[src/rtl/debounce_pkg.sv]
// Shared types and default constants for the switch debouncer.
package debounce_pkg;

  typedef enum logic [1:0] {
    ZERO  = 2'd0,
    WAIT1 = 2'd1,
    ONE   = 2'd2,
    WAIT0 = 2'd3
  } db_state_t;

  localparam int unsigned DB_CNT_W       = 21;
  localparam int unsigned DB_SYNC_STAGES = 2;

endpackage

[src/rtl/debounce_explicit_fsm_sync_ff.sv]
// N-stage input synchronizer, asynchronous active-high reset to 0.
module sync_ff #(
  parameter int unsigned N = 2
) (
  input  logic clk,
  input  logic rst,
  input  logic d,
  output logic q
);

  logic [N-1:0] chain;

  always_ff @(posedge clk or posedge rst) begin
    if (rst) chain <= '0;
    else     chain <= {chain[N-2:0], d};
  end

  assign q = chain[N-1];

endmodule

[src/rtl/debounce_explicit_fsm.sv]
// Four-state switch debouncer: clean level plus one-cycle pulse per accepted press.
module debounce_explicit_fsm
  import debounce_pkg::*;
#(
  parameter int unsigned CNT_W       = DB_CNT_W,
  parameter int unsigned SYNC_STAGES = DB_SYNC_STAGES
) (
  input  logic clk,
  input  logic rst,
  input  logic sw,
  output logic db_level,
  output logic db_tick
);

  localparam logic [CNT_W-1:0] CNT_MAX = '1;

  db_state_t        state, state_nxt;
  logic [CNT_W-1:0] cnt, cnt_nxt;
  logic             s;
  logic             tick;

  sync_ff #(.N(SYNC_STAGES)) u_sync (
    .clk (clk),
    .rst (rst),
    .d   (sw),
    .q   (s)
  );

  always_ff @(posedge clk or posedge rst) begin
    if (rst) begin
      state <= ZERO;
      cnt   <= '0;
    end else begin
      state <= state_nxt;
      cnt   <= cnt_nxt;
    end
  end

  // Next state, counter and Mealy press pulse; each WAIT exits at cnt=0 so no wrap.
  always_comb begin
    state_nxt = state;
    cnt_nxt   = cnt;
    tick      = 1'b0;
    case (state)
      ZERO: begin
        if (s) begin
          state_nxt = WAIT1;
          cnt_nxt   = CNT_MAX;
        end
      end
      WAIT1: begin
        if (!s) begin
          state_nxt = ZERO;
        end else if (cnt != '0) begin
          cnt_nxt = cnt - CNT_W'(1);
        end else begin
          state_nxt = ONE;
          tick      = 1'b1;
        end
      end
      ONE: begin
        if (!s) begin
          state_nxt = WAIT0;
          cnt_nxt   = CNT_MAX;
        end
      end
      WAIT0: begin
        if (s) begin
          state_nxt = ONE;
        end else if (cnt != '0) begin
          cnt_nxt = cnt - CNT_W'(1);
        end else begin
          state_nxt = ZERO;
        end
      end
      default: begin
        state_nxt = ZERO;
        cnt_nxt   = '0;
      end
    endcase
  end

  assign db_level = (state == ONE) || (state == WAIT0);
  assign db_tick  = tick;

endmodule

[config.mk]
export PLATFORM = sky130hd
export DESIGN_NAME = debounce_explicit_fsm
export DESIGN_NICKNAME = d
export VERILOG_FILES = /design/src/rtl/debounce_pkg.sv /design/src/rtl/debounce_explicit_fsm_sync_ff.sv /design/src/rtl/debounce_explicit_fsm.sv
export SDC_FILE = /design/constraint.sdc
export NUM_CORES = 1
export LEC_CHECK = 0
export CAP_MARGIN = 15
export CORE_MARGIN = 2
export CORE_UTILIZATION = 62
export CTS_BUF_LIST = sky130_fd_sc_hd__clkbuf_4 sky130_fd_sc_hd__clkbuf_8
export CTS_CLUSTER_SIZE = 24
export DETAILED_ROUTE_END_ITERATION = 7
export PLACE_DENSITY = 0.8
export SYNTH_ARGS = -nofsm -noshare
export SYNTH_HDL_FRONTEND = slang
export SYNTH_HIERARCHICAL = 1
export SYNTH_SLANG_ARGS = --single-unit
[constraint.sdc]
create_clock -name clk -period 2.3 [get_ports clk]
set_clock_uncertainty 0.2 [all_clocks]
set_input_delay 0.46 -clock clk [delete_from_list [all_inputs] [get_ports clk]]
set_output_delay 0.46 -clock clk [all_outputs]
set_load 0.02 [all_outputs]
==> results by group, run 1 <==
Logic synthesis
  • Mux contribution to synthesized area: 0.01527
  • EDFF count, synth: 0
  • Warnings from Yosys: 6
  • Adder-cell share of the synthesized area: 0.01797
  • #FFs+latches synth: 25
  • Post-synthesis cell count: about 150
  • Post-synthesis compound-gate area fraction: 0.1797
  • Synth Net Count: 157
  • Synthesized area per cell: between 9 and 10 sq um
  • Seq/Total Area, Yosys: 0.4492
  • Netlist cell types: 43
  • Main flop type after synthesis: dfrtp_1
  • Simple-gate share of the synthesized area: 0.2911
  • Ys async rst share: 1.000
  • Xor-xnor portion of the synthesized cell area: 0.006289
  • Synthesized area: between 1000 and 1500 sq um
  • Largest family of logic cells by synthesized area: simple AND/OR/NAND/NOR gates

STA
  • Setup TNS: -0.05756 ns
  • Setup violators final: 1
  • Hold WS: approximately 0.11 ns
  • Post-route setup slack: -0.05756 ns
  • Max_slew headroom: 0.7322
  • Final worst-path cycle share: 1.025
  • Hold Fails Final Rpt: 0
  • Worst Tran Pin Value: 0.4004 ns
  • Final Max Slew Viols: 0
  • RSZ-0062 raised after global routing: yes
  • Final min period: roughly 2.4 ns
  • Max Freq: roughly 0.42 GHz

Power
  • Cell area power density: about 560 nW/um^2
  • Peak VDD IR: between 0.5 and 0.6 mV
  • LEAKAGE: 0.7217 nW

Worst setup path
  • Arrival @ worst endpoint: approximately 1.7 ns
  • CP startpoint kind: register
  • Crit Path Category: reg2out
  • Nature of the critical path endpoint: output pin
  • Worst-path fanout max: 2
  • Reg-to-reg slack, setup: between 0.1 and 0.15 ns
  • CP required: 1.64 ns

Clocking
  • Root Driver: clkbuf_4
  • Clk Latency, worst-skew pair: around 0.33 ns
  • CTS H-tree depth: 1
  • Clock slew at reported path FFs: ~0.14 ns
  • Num CTS Buffers: 3
  • Max clock buf depth: 2
  • TritonCTS clock tree: done
  • Clock Sinks: 25

Min path
  • Tightest Hold Check Type: in2async

Outcome
  • Status: finished with violations
  • Violated checks: negative setup slack

Die
  • Num rows: 17
  • Initial Util: 0.6419
  • Die area: 2641 sq um
  • CORE AREA: 2170 sq um
  • Die Y: around 51 um
  • Io pins: 5
  • DIE WIDTH: 51.40 um

Cells and area
  • Post-Layout Cell Count: 217
  • Commonest cells after routing, fill and taps aside: buf_4, dfrtp_1, nand2_1, nor2_1, a21oi_1
  • Commonest non-fill, non-tap cell in the layout: buf_4
  • Final nets: slightly below 200
  • Ant. Diodes: 0
  • Area growth syn-to-layout: 27.22%
  • Util after Layout: 0.8166
  • Fraction of layout cells with a size suffix above 1: 0.2804

Route
  • WL/cell: roughly 16 um
  • DR pass1 iterations: 4
  • Via Count: ~1,400
  • Drt drc: 0
  • Final Routed Wirelength: about 3.5 mm
  • DRT iter0 DRCs: 72
  • DRT antenna net count: 0
  • DR vias/cell: approximately 6.4

Placement
  • DP HPWL: ~2.5 mm
  • Placed Cells incl. Taps: 211
  • Placer Congestion: slightly below 0.9
  • Port Buffers: 4

GRT
  • Total grt overflow: 0
  • Largest net degree at the start of global routing: 28
  • Number of global-route vias before repair: around 1,300
  • Antenna violations before repair: 0
  • Gr usage total: 0.3058
  • Global-route wire length before repair: between 5 and 6 mm

Run
  • Total of max-cap violations: 0
[cell usage after synthesis, types with 4 or more instances]
master | instances | area share
dfrtp_1 | 25 | 0.45
a31oi_1 | 6 | 0.027
inv_1 | 4 | 0.011
a21oi_1 | 12 | 0.043
nor4_1 | 6 | 0.027
nand3_1 | 6 | 0.022
nand2_1 | 14 | 0.038
nor2_1 | 14 | 0.038
nor3_1 | 7 | 0.025
o21ai_0 | 11 | 0.040
[per-stage QoR]
stage                     setup slack (ns)  area (sq um)  power [mW]
after floorplan                    0.06567          1399      0.6572
after CTS                         -0.07734          1737      0.9847
after detailed placement           -0.2952          1692      0.7704
after global placement             -0.2220          1692      0.7542
final                             -0.05756          1772      0.9953
after global routing               -0.1633          1772       1.040
[worst paths after layout]
| check | startpoint | to | cells past startpoint |
|---|---|---|---|
| max reg2reg | cnt[3] | cnt[13] | 7 |
| min | rst | u_sync/chain[0] | 2 |
| max in group asynchronous | rst | cnt[17] | 3 |
| min reg2reg | u_sync/chain[0] | u_sync/chain[1] | 0 |
| max | cnt[5] | db_tick | 4 |
| min in group clk | u_sync/chain[0] | u_sync/chain[1] | 0 |
[state kept, by name, indices dropped and copies added, names as in the netlist, named ones only]
name	flops
state	1
u_sync/chain	2
cnt	21
[cells by family after synthesis]
family,after synthesis
buf+inv,12
simple gates,70
fa+ha+maj,2
mux,2
compound gates,40
xor+xnor,1
flops,25
[worst max-delay path, cell delays in order (launching register included)]
cell     delay, ns
dfrtp_1       0.43
nor4_4        0.32
nand4_1       0.17
nor4_2        0.25
buf_2         0.20
[cell type report]
type                            instances  area, sq um
Clock buffer                            4        30.03
Fill cell                             147        397.9
Inverter                                5        18.77
Multi-Input combinational cell        115        757.0
Sequential cell                        25        625.6
Tap cell                               28        35.03
Timing Repair Buffer                   40        305.3
[timing repair]
item,4_1_cts,5_1_grt
gates resized for setup,7,4
hold endpoints to repair,0,0
setup buffers,1,1
endpoints found under the setup margin,1,8
hold buffers,0,0
gates cloned,0,0
pin swaps,2,1
[routing by layer]
metal  vias to the layer above  global-route usage  share of wire
met5                         -                   0              0
met4                         0              0.1404          0.028
met2                        62              0.5214           0.51
li1                        636                   -              -
met1                       673              0.3776           0.40
met3                        13             0.04971          0.065
[power by group]
part | switching (mW) | internal, mW | total, mW
sequential | 0.0464 | 0.489 | 0.536
combinational | 0.131 | 0.118 | 0.249
clock | 0.131 | 0.0798 | 0.211
(Power assumes the default switching activity.)
==> inputs of run 2 (changes only) <==
--- a/config.mk
+++ b/config.mk
@@ -7,11 +7,10 @@
 export LEC_CHECK = 0
 export CAP_MARGIN = 15
 export CORE_MARGIN = 2
-export CORE_UTILIZATION = 62
-export CTS_BUF_LIST = sky130_fd_sc_hd__clkbuf_4 sky130_fd_sc_hd__clkbuf_8
+export CORE_UTILIZATION = 59
 export CTS_CLUSTER_SIZE = 24
 export DETAILED_ROUTE_END_ITERATION = 7
-export PLACE_DENSITY = 0.8
+export PLACE_DENSITY = 0.76
 export SYNTH_ARGS = -nofsm -noshare
 export SYNTH_HDL_FRONTEND = slang
 export SYNTH_HIERARCHICAL = 1
==> results by group, run 2 (same netlist as run 1, synthesis figures left out) <==
Cells and area
  • Register Area: 625.6 sq um
  • Commonest non-fill, non-tap cell in the layout: buf_4
  • Commonest cells after routing, fill and taps aside: buf_4, dfrtp_1, nand2_1, nor2_1, a21oi_1
  • Ant. Diodes: 0
  • Top reg by flops: cnt
  • Fraction of layout cells with a size suffix above 1: 0.2926
  • Layout fillers: around 140
  • Final nets: between 150 and 200
  • Number of flip-flops in the largest register: 21
  • Footprint of the multi-input gates: roughly 770 sq um
  • Top Registers: cnt (21), u_sync/chain (2), state (1)
  • Area growth syn-to-layout: 27.40%

STA
  • Final Max Slew Viols: 0
  • Hold Fails Final Rpt: 0
  • Worst Tran Pin Value: 0.3248 ns
  • Max Freq: about 0.42 GHz
  • Hold WS: 0.1112 ns
  • RSZ-0062 raised after global routing: yes
  • Max_slew headroom: 0.7819
  • Post-route setup slack: -0.08943 ns
  • Final worst-path cycle share: 1.039
  • Setup TNS: -0.08943 ns
  • Setup violators final: 1
  • Final min period: between 2 and 2.5 ns

Power
  • Peak VDD IR: just under 0.5 mV
  • LEAKAGE: 0.7057 nW
  • Cell area power density: about 540 nW/um^2

Route
  • DR vias/cell: 6.153
  • DRT iter0 DRCs: 30
  • Final Routed Wirelength: 3.268 mm
  • WL/cell: approximately 15 um
  • Via Count: 1,329
  • DR pass1 iterations: 4
  • DRT antenna net count: 0
  • Drt drc: 0

Worst setup path
  • CP cell instances: nor4_2, buf_4, or2b_1, nor4_2, buf_4
  • Nature of the critical path endpoint: output pin
  • Largest stage delay on the critical path: 0.42 ns
  • CP startpoint kind: register
  • Crit Path Category: reg2out
  • Arrival @ worst endpoint: about 1.7 ns
  • Slowest stage cell on the critical path: dfrtp_1
  • CP required: between 1.5 and 2 ns
  • R2R depth: 8
  • Worst-path fanout max: 2

Die
  • Num rows: 17
  • DIE WIDTH: 52.59 um
  • Io pins: 5
  • Initial Util: 0.6295
  • Die area: between 2000 and 3000 sq um
  • Die Y: 52.59 um
  • CORE AREA: ~2200 sq um

Clocking
  • Clock slew at reported path FFs: 0.14 ns
  • Max clock buf depth: 2
  • CTS H-tree depth: 1
  • Clk Latency, worst-skew pair: ~0.32 ns
  • Num CTS Buffers: 3
  • Root Driver: clkbuf_4
  • Clock Sinks: 25
  • TritonCTS clock tree: done
  • # hold bufs at CTS: 0

Placement
  • Port Buffers: 4
  • Placer Congestion: slightly below 0.9
  • DP HPWL: approximately 2.4 mm

Run
  • Total of max-cap violations: 0

Outcome
  • Status: finished with violations
  • Violated checks: negative setup slack

GRT
  • Total grt overflow: 0
  • Largest net degree at the start of global routing: 28
  • Gr usage total: 0.2708
  • Antenna violations before repair: 0
  • Number of global-route vias before repair: 1,259
  • Global-route wire length before repair: between 5 and 6 mm

Min path
  • Tightest Hold Check Type: in2async
-- run 2: worst paths after layout --
kind,from,to,slack (ns)
worst max-delay path,cnt[15],db_tick,-0.09
worst min-delay path,rst,u_sync/chain[0],0.11
worst max register to register,cnt[15],cnt[18],0.05
worst min register to register,u_sync/chain[0],u_sync/chain[1],0.18
max in group asynchronous,rst,cnt[7],1.36
min in group clk,u_sync/chain[0],u_sync/chain[1],0.18
-- run 2: per-stage QoR --
step | instance area (sq um) | util | worst slack (ns) | power [mW] | instances
3_5_place_dp | 1677 | 0.7579 | -0.3177 | 0.7651 | 209
4_1_cts | 1735 | 0.7845 | -0.1137 | 0.9646 | 215
5_1_grt | 1774 | 0.8020 | -0.2156 | 1.007 | 216
3_3_place_gp | 1677 | 0.7579 | -0.2678 | 0.7496 | 209
6_report | 1774 | 0.8020 | -0.08943 | 0.9655 | 216
2_1_floorplan | 1399 | - | 0.06567 | 0.6572 | 152
-- run 2: timing repair --
item / CTS / global route
gates resized for setup: 8 / 6
endpoints found under the hold margin: 0 / 0
setup endpoints to repair: 2 / 10
setup buffers: 2 / 1
pin swaps: 2 / 3
-- run 2: area by class of cell --
type / instances / share of cell area
Inverter: 5 / 0.01058
Multi-Input combinational cell: 115 / 0.4323
Sequential cell: 25 / 0.3526
Timing Repair Buffer: 39 / 0.1693
Tap cell: 28 / 0.01975
Clock inverter: 1 / 0.002821
Clock buffer: 3 / 0.01269
-- run 2: worst max-delay path, delay by kind of cell, from the launching register on --
family | cells | cell delay, ns
buf+inv | 2 | 0.33
simple gates | 3 | 0.66
flops | 1 | 0.42
-- run 2: report_power, final --
part	total [mW]	internal, mW	leakage (nW)	switching, mW
Clock	0.198	0.0652	0.0177	0.132
Combinational	0.239	0.110	0.441	0.128
Sequential	0.529	0.489	0.247	0.0398
-- run 2: routing by layer --
metal | vias up | track usage | share of wire
met4 | 0 | 0.08547 | 0.0058
met1 | 656 | 0.3520 | 0.44
li1 | 634 | - | -
met2 | 35 | 0.4604 | 0.52
met5 | - | 0 | 0
met3 | 4 | 0.04286 | 0.037
